`src/rtl/demux_pkg.sv`:
```
// demux_pkg: shared types and constants for the 1-to-2 buffered stream demux.
//   lock_state_e    : packet-lock FSM encoding (used when DEMUX_1TO2_PKT_LOCK_EN is defined)
//   DEMUX_BUF_DEPTH : entries per output buffer
//   DEMUX_CNT_W     : width of a buffer occupancy count
package demux_pkg;

    localparam int unsigned DEMUX_BUF_DEPTH = 2;
    localparam int unsigned DEMUX_CNT_W     = $clog2(DEMUX_BUF_DEPTH + 1);

    typedef enum logic [1:0] {
        IDLE      = 2'd0,
        LOCK_ZERO = 2'd1,
        LOCK_ONE  = 2'd2
    } lock_state_e;

endpackage

```
`src/rtl/demux_skid2.sv`:
```
// demux_skid2: 2-entry order-preserving FIFO, shift organised so the head is
// always entry 0 and comes straight from a flop.
//   clk, rst_n   : clock, async active-low reset
//   push, din    : write request and payload (ignored when full)
//   pop          : read request (ignored when empty)
//   count        : registered occupancy
//   count_nxt_c  : occupancy after this cycle's push/pop (combinational)
//   valid        : registered count != 0
//   head         : registered head entry
module demux_skid2
    import demux_pkg::*;
#(
    parameter int unsigned W = 9
) (
    input  logic                   clk,
    input  logic                   rst_n,
    input  logic                   push,
    input  logic [W-1:0]           din,
    input  logic                   pop,
    output logic [DEMUX_CNT_W-1:0] count,
    output logic [DEMUX_CNT_W-1:0] count_nxt_c,
    output logic                   valid,
    output logic [W-1:0]           head
);

    localparam logic [DEMUX_CNT_W-1:0] FULL = DEMUX_CNT_W'(DEMUX_BUF_DEPTH);

    logic [W-1:0]           e0_q, e0_d;
    logic [W-1:0]           e1_q, e1_d;
    logic [DEMUX_CNT_W-1:0] cnt_q, cnt_d;
    logic                   valid_q, valid_d;
    logic                   do_pop, do_push;

    // Pop shifts entry 1 forward first; a push then lands in the first free slot.
    always_comb begin
        e0_d    = e0_q;
        e1_d    = e1_q;
        cnt_d   = cnt_q;
        do_pop  = pop && (cnt_q != '0);
        do_push = push && (cnt_q != FULL);
        if (do_pop) begin
            e0_d  = e1_q;
            cnt_d = cnt_q - DEMUX_CNT_W'(1);
        end
        if (do_push) begin
            if (cnt_d == '0) begin
                e0_d = din;
            end else begin
                e1_d = din;
            end
            cnt_d = cnt_d + DEMUX_CNT_W'(1);
        end
        valid_d = (cnt_d != '0);
    end

    always_ff @(posedge clk or negedge rst_n) begin
        if (!rst_n) begin
            e0_q    <= '0;
            e1_q    <= '0;
            cnt_q   <= '0;
            valid_q <= 1'b0;
        end else begin
            e0_q    <= e0_d;
            e1_q    <= e1_d;
            cnt_q   <= cnt_d;
            valid_q <= valid_d;
        end
    end

    assign count       = cnt_q;
    assign count_nxt_c = cnt_d;
    assign valid       = valid_q;
    assign head        = e0_q;

endmodule

```
`src/rtl/demux_1to2_buf.sv`:
```
// demux_1to2_buf: registered 1-to-2 valid/ready stream demux with a 2-entry
// buffer per output so the outputs drain independently.
//   clk, rst_n                       : clock, async active-low reset
//   in_valid/in_ready/in_data/in_sel/in_last : producer stream, in_sel picks output
//   zero_valid/zero_ready/zero_data/zero_last : output 0 stream
//   one_valid/one_ready/one_data/one_last     : output 1 stream
// Build option: DEMUX_1TO2_PKT_LOCK_EN adds a packet-lock FSM that keeps every
// beat of a packet on the output chosen by its first beat.
module demux_1to2_buf
    import demux_pkg::*;
#(
    parameter int unsigned WIDTH = 8
) (
    input  logic             clk,
    input  logic             rst_n,
    input  logic             in_valid,
    output logic             in_ready,
    input  logic [WIDTH-1:0] in_data,
    input  logic             in_sel,
    input  logic             in_last,
    output logic             zero_valid,
    input  logic             zero_ready,
    output logic [WIDTH-1:0] zero_data,
    output logic             zero_last,
    output logic             one_valid,
    input  logic             one_ready,
    output logic [WIDTH-1:0] one_data,
    output logic             one_last
);

    localparam int unsigned            ENT_W = WIDTH + 1;
    localparam logic [DEMUX_CNT_W-1:0] FULL  = DEMUX_CNT_W'(DEMUX_BUF_DEPTH);

    logic                   in_ready_q, in_ready_d;
    logic                   accept;
    logic                   route_one;
    logic [DEMUX_CNT_W-1:0] zero_cnt, zero_cnt_nxt;
    logic [DEMUX_CNT_W-1:0] one_cnt, one_cnt_nxt;
    logic [ENT_W-1:0]       zero_head, one_head;

    assign accept = in_valid && in_ready_q;

`ifdef DEMUX_1TO2_PKT_LOCK_EN
    lock_state_e state_q, state_d;

    // Routing and next state: a locked packet ignores in_sel until its last beat.
    always_comb begin
        state_d   = state_q;
        route_one = in_sel;
        case (state_q)
            LOCK_ZERO: route_one = 1'b0;
            LOCK_ONE:  route_one = 1'b1;
            default:   route_one = in_sel;
        endcase
        if (accept) begin
            if (in_last) begin
                state_d = IDLE;
            end else if (state_q == IDLE) begin
                state_d = in_sel ? LOCK_ONE : LOCK_ZERO;
            end
        end
    end

    always_ff @(posedge clk or negedge rst_n) begin
        if (!rst_n) begin
            state_q <= IDLE;
        end else begin
            state_q <= state_d;
        end
    end
`else
    assign route_one = in_sel;
`endif

    demux_skid2 #(.W(ENT_W)) u_buf_zero (
        .clk         (clk),
        .rst_n       (rst_n),
        .push        (accept && !route_one),
        .din         ({in_data, in_last}),
        .pop         (zero_valid && zero_ready),
        .count       (zero_cnt),
        .count_nxt_c (zero_cnt_nxt),
        .valid       (zero_valid),
        .head        (zero_head)
    );

    demux_skid2 #(.W(ENT_W)) u_buf_one (
        .clk         (clk),
        .rst_n       (rst_n),
        .push        (accept && route_one),
        .din         ({in_data, in_last}),
        .pop         (one_valid && one_ready),
        .count       (one_cnt),
        .count_nxt_c (one_cnt_nxt),
        .valid       (one_valid),
        .head        (one_head)
    );

    // in_ready is registered from next occupancy, so it equals a decode of the
    // current counts without any combinational path from the input side.
    always_comb begin
        in_ready_d = (zero_cnt_nxt != FULL) && (one_cnt_nxt != FULL);
    end

    always_ff @(posedge clk or negedge rst_n) begin
        if (!rst_n) begin
            in_ready_q <= 1'b1;
        end else begin
            in_ready_q <= in_ready_d;
        end
    end

    assign in_ready  = in_ready_q;
    assign zero_data = zero_head[ENT_W-1:1];
    assign zero_last = zero_head[0];
    assign one_data  = one_head[ENT_W-1:1];
    assign one_last  = one_head[0];

endmodule

```
`config.mk`:
```
export PLATFORM = sky130hd
export DESIGN_NAME = demux_1to2_buf
export DESIGN_NICKNAME = d
export VERILOG_FILES = /design/src/rtl/demux_pkg.sv /design/src/rtl/demux_skid2.sv /design/src/rtl/demux_1to2_buf.sv
export SDC_FILE = /design/constraint.sdc
export NUM_CORES = 1
export LEC_CHECK = 0
export ABC_AREA = 1
export CAP_MARGIN = 20
export CORE_MARGIN = 2
export CORE_UTILIZATION = 52
export CTS_BUF_LIST = sky130_fd_sc_hd__clkbuf_16
export DETAILED_ROUTE_END_ITERATION = 10
export PLACE_DENSITY = 0.85
export SLEW_MARGIN = 20
export SYNTH_ARGS = -nofsm -noshare
export SYNTH_HDL_FRONTEND = slang
export SYNTH_SLANG_ARGS = --single-unit
```
`constraint.sdc`:
```
create_clock -name clk -period 2.3 [get_ports clk]
set_input_delay 0.23 -clock clk [delete_from_list [all_inputs] [get_ports clk]]
set_output_delay 0.23 -clock clk [all_outputs]
set_load 0.02 [all_outputs]
```
==> Word-level counts from Yosys, hierarchy flattened <==
Cells that the tools add are included.
{ "classes": {"n_addsub": 4, "n_eq_ne": 4, "mux": 10, "n_bitwise": 2, "n_reduce_logical": 19} }
{ "op_table": {"columns": ["cell", "count"], "rows": [
  ["$mux W9", 6],
  ["$logic_and A1 B1 Y1", 10],
  ["$mux W2", 4],
  ["$ne A2 B2 Y1 const B", 4],
  ["$reduce_bool A2 Y1", 4],
  ["$add A2 B1 Y2 const B", 2],
  ["$logic_not A2 Y1", 2],
  ["$reduce_and A2 Y1", 2],
  ["$sub A2 B1 Y2 const B", 2],
  ["$not A1 Y1", 2],
  ["$logic_not A1 Y1", 1]
]} }
{ "totals": {"reg_bits": 43, "output_inout_bits": 21, "word_cells": 48} }

==> Longest topological paths before layout <==
{ "logic_depth": {"ltp_word": 7, "ltp_mapped": 13, "mapped_depth_nobuf": 12} }

==> Cells and area by module <==
A second synthesis with hierarchy kept.
{ "hier_totals": {"cells_unflattened": 269, "area_unflattened_um2": 2245.9} }
{ "by_module_without_submodules": {"columns": ["module", "instances", "cells_each", "area_per_inst_um2", "seq_area_each_um2"], "rows": [
  ["demux_skid2", 2, 127, 1083.5, 525.5],
  ["demux_1to2_buf", 1, 15, 78.8, 26.3]
]} }

==> Worst setup path before layout <==
Ideal clock, no wire load.
{ "synth_path": {"path_type": "reg-to-reg", "from": "register u_buf_one.cnt_q[0], in the netlist u_buf_one.count[0]", "to": "register u_buf_one.e1_q[2]", "setup_time_ns": 0.119, "arrival_time_ns": 2.004, "required_time_ns": 2.181, "setup_slack_ns": 0.177, "stages_incl_launch_ff": 14, "period_less_slack_ns": 2.123, "cell_sequence": "dfrtp_1 -> inv_1 -> ha_1 -> inv_1 -> nand3_1 -> clkbuf_1 -> nand2_1 -> and2_1 -> ha_1 -> or2_1 -> buf_6 -> buf_12 -> nand2_2 -> o21ai_2"} }
{ "synth_via": {"elab_chain_cells": 6} }
{ "synth_rtl": {"columns": ["item", "line", "source"], "rows": [
  ["start, declared", "demux_skid2.sv:30", "logic [DEMUX_CNT_W-1:0] cnt_q, cnt_d;"],
  ["start signal, assigned", "demux_skid2.sv:65", "cnt_q <= cnt_d;"],
  ["parallel branches: the longest is 5 deep, another holds $sub A2 B1 Y2", null, null],
  ["$reduce_and A2 Y1 (no line) (*)", null, null],
  ["end signal, assigned", "demux_skid2.sv:59", "e1_q <= '0;"],
  ["end signal, assigned", "demux_skid2.sv:64", "e1_q <= e1_d;"],
  ["end, declared", "demux_skid2.sv:29", "logic [W-1:0] e1_q, e1_d;"]
]} }
Every way passes the cells marked *.
A chain may end at the register's enable or synchronous reset.

==> Worst setup path in the final report <==
{ "layout_path": {"from": "register u_buf_zero.cnt_q[1], in the netlist u_buf_zero.count[1]", "to": "register u_buf_zero.e1_q[3]"} }
{ "layout_via": {"elab_chain_cells": 6} }
{ "layout_rtl": {"columns": ["item", "line"], "rows": [
  ["start, declared", "demux_skid2.sv:30"],
  ["start signal, assigned", "demux_skid2.sv:65"],
  ["parallel branches: the longest is 5 deep, another holds $sub A2 B1 Y2", null],
  ["$reduce_and A2 Y1 (no line) (*)", null],
  ["end signal, assigned", "demux_skid2.sv:59"],
  ["end signal, assigned", "demux_skid2.sv:64"],
  ["end, declared", "demux_skid2.sv:29"]
]} }
Marks and branches as above.

==> flow_summary.toml <==
[run_status]
run_status = "completed"

[synth]
avgSynthCellArea_um2 = 9.12
synth-seq-cells = 43
synth-seq-area-share_pct = 51.2
synth_cell_types = 23
synthCells = 231
synth_area_um2 = 2110
ys_warn_count = 0
syn_nets = 252

[critical_path]
path_max_fanout = 18
path_class = "reg -> reg"
rr_startpoint = "u_buf_zero.count[1]$_DFF_PN0_"
rrSetupSlack_ns = 0.25
worst_ep_required_time_ns = 2.47
reg2reg_depth = 11
cp-end-kind = "flip-flop"
critPathArrivalTime_ns = 2.22
timing.rr.end = "u_buf_zero.e1_q[3]$_DFFE_PN0P_"
startpoint_type = "flip-flop"

[timing]
finalHoldViolations = 0
min_period_ns = 2.05
fin_setup_tns_ns = 0
finalMaxSlewViolations = 0
finalWorstSetupSlack_ns = 0.245
rsz0062_at_grt = "false"
slew_headroom_pct = 37.3
setup_viol = 0
worstMarginPinSlew_ns = 0.940
min_period_over_period_pct = 89.3
fin_skew_ns = 0.00735
max_freq_mhz = 487

[clock_network]
cts_max_path_buffers = 2
cts_setup_buffers = 0
clkLatencyLatePin_ns = 0.28
postCtsHoldBufs = 0
cts_tree = "done"
cts_inserted_buffers = 5
post_cts_resized = 0
path_clk_slew_ns = 0.06
htree_num_levels = 2
clock_sinks = 43
root_buffer = "clkbuf_16"

[grt]
grt-ovfl-total = 0
grtUsageMet3_pct = 4.50
grt.busiest_layer = "met2"
antenna_found_initial = 0
grt_max_degree = 44
met1_usage_pct = 28.4
grt_pass1_wl_um = 7400
grt_use_total_pct = 21.6
met2_usage_pct = 35.9
grt_pass1_vias = 1662

[flow_run]
maxCapViolations = 0

[detailed_routing]
routed_wl_um = 4280
drtIter0Drc = 108
drc = 0
via_per_inst = 5.24
drtPass1Iterations = 4
via_count = 1678
wl_per_cell_um = 13.4
antenna_left = 0

[floorplanning]
ios = 36
die_y_um = 67.6
die_area_um2 = 4570
die_w_um = 67.6
core_um2 = 3940
std_cell_rows = 23
start_util_pct = 53.4

[layout]
n_antenna_cell = 0
fin_nets = 290
layout-drive-gt1-share_pct = 14.4
syn2layout_area_growth_pct = 23.9
fill_cells = 305
stdcell_count = 320

[place]
place.detailed.hpwl_um = 2950
port_buffers = 35
placed_cells = 312
place.gp.congestion = 0.898
dp_slack_ns = 0.189

[power_and_ir_drop]
p_leak_nw = 1.29
vdd_drop_max_uv = 723
power.density_nw_per_um2 = 1470

[hold_path]
min_path_type = "in -> async"
[cells in the final DEF (no fill, tap or decap)]
master,instances
buf_4,6
o211ai_1,4
nand3_1,12
clkdlybuf4s50_1,34
dfstp_2,1
clkbuf_16,5
and2_1,2
buf_2,1
nand4_1,9
clkinv_2,1
nand2_2,3
o21ai_2,18
or2_2,1
nand3_2,2
o22ai_1,6
clkinvlp_4,1
nor2_1,15
o21ai_0,15
inv_1,32
ha_1,6
a31oi_1,3
dfrtp_1,42
nand2_1,49
or2_1,2
[metal layers]
layer  vias up  routed length [um]
met4         0                  63
met2        44                2090
met5         -                   0
met1       788                1940
li1        839                   -
met3         7                 189
[logic make-up (layout without fill, tap and decap cells)]
| group | count (synthesis) | count (layout) | synth area share, % |
|---|---|---|---|
| and+or+nand+nor | 95 | 95 | 20.3 |
| AOI/OAI and AO/OA | 46 | 46 | 15.2 |
| adders and majority gates | 6 | 6 | 3.56 |
| buffers and inverters | 41 | 80 | 9.86 |
| DFF | 43 | 43 | 51.2 |
[per-stage QoR]
step | area, um2 | hold WS (ns) | power (W) | util [%]
3_5_place_dp | 2470 | 0.427 | 0.00314 | 62.6
5_1_grt | 2610 | 0.185 | 0.00417 | 66.2
2_1_floorplan | 2110 | -0.0656 | 0.00255 | -
6_report | 2610 | 0.0952 | 0.00384 | 66.2
4_1_cts | 2610 | 0.126 | 0.00386 | 66.2
3_3_place_gp | 2470 | 0.422 | 0.00306 | 62.6
[power breakdown]
part           internal, W  leakage (nW)  total (W)  switching (W)
clock             0.000396        0.0710   0.000669       0.000274
combinational     0.000795         0.698    0.00183        0.00103
sequential         0.00113         0.523    0.00134       0.000214
[registers in the layout, indices dropped and copies added, names as in the netlist]
name,count
in_ready,1
u_buf_one.count,2
u_buf_one.e1_q,9
u_buf_one.head,9
u_buf_one.valid,1
u_buf_zero.count,2
u_buf_zero.e1_q,9
u_buf_zero.head,9
u_buf_zero.valid,1
[Yosys cell counts (all sizes together)]
cell / count / area share [%]
a31oi: 3 / 0.89
and2: 2 / 0.59
buf: 6 / 3.4
clkbuf: 4 / 0.89
dfrtp: 42 / 50
dfstp: 1 / 1.2
ha: 6 / 3.6
inv: 31 / 5.5
nand2: 52 / 9.6
nand3: 14 / 3.8
nand4: 9 / 2.7
nor2: 15 / 2.7
o211ai: 4 / 1.4
o21ai: 33 / 11
o22ai: 6 / 1.8
or2: 3 / 0.89
[layout make-up]
class	instances	area, um2	share of cell area [%]
well taps	50	62.6	2.40
multi-input cells	147	821	31.5
inverters	31	116	4.46
repair buffers	41	390	15.0
flip-flops and latches	43	1080	41.3
clock inverters	3	16.3	0.624
clock buffers	5	125	4.80
[worst max-delay path, cell delays in order, from the launching register on]
cell and delay (ns):
dfrtp_1 0.38, inv_1 0.06, ha_1 0.17, inv_1 0.18, nand3_2 0.12, nand2_1 0.11, nand2_1 0.08, ha_1 0.24
or2_1 0.23, buf_4 0.21, nand2_1 0.11, o21ai_2 0.06
[how the worst max path moves through the flow]
stage / slack (ns) / depth (start not counted) / start / end
after detailed placement: 0.19 / 9 / zero_ready / u_buf_zero.e1_q[6]$_DFFE_PN0P_
after CTS: 0.23 / 11 / u_buf_zero.count[0]$_DFF_PN0_ / u_buf_zero.e1_q[3]$_DFFE_PN0P_
after global routing: 0.06 / 11 / u_buf_zero.count[0]$_DFF_PN0_ / u_buf_zero.e1_q[3]$_DFFE_PN0P_
after floorplan: 0.18 / 13 / u_buf_one.count[0]$_DFF_PN0_ / u_buf_one.e1_q[2]$_DFFE_PN0P_
after global placement: 0.27 / 9 / zero_ready / u_buf_zero.e1_q[2]$_DFFE_PN0P_
final: 0.25 / 11 / u_buf_zero.count[1]$_DFF_PN0_ / u_buf_zero.e1_q[3]$_DFFE_PN0P_
No activity file was read; power rests on OpenSTA's default activity.
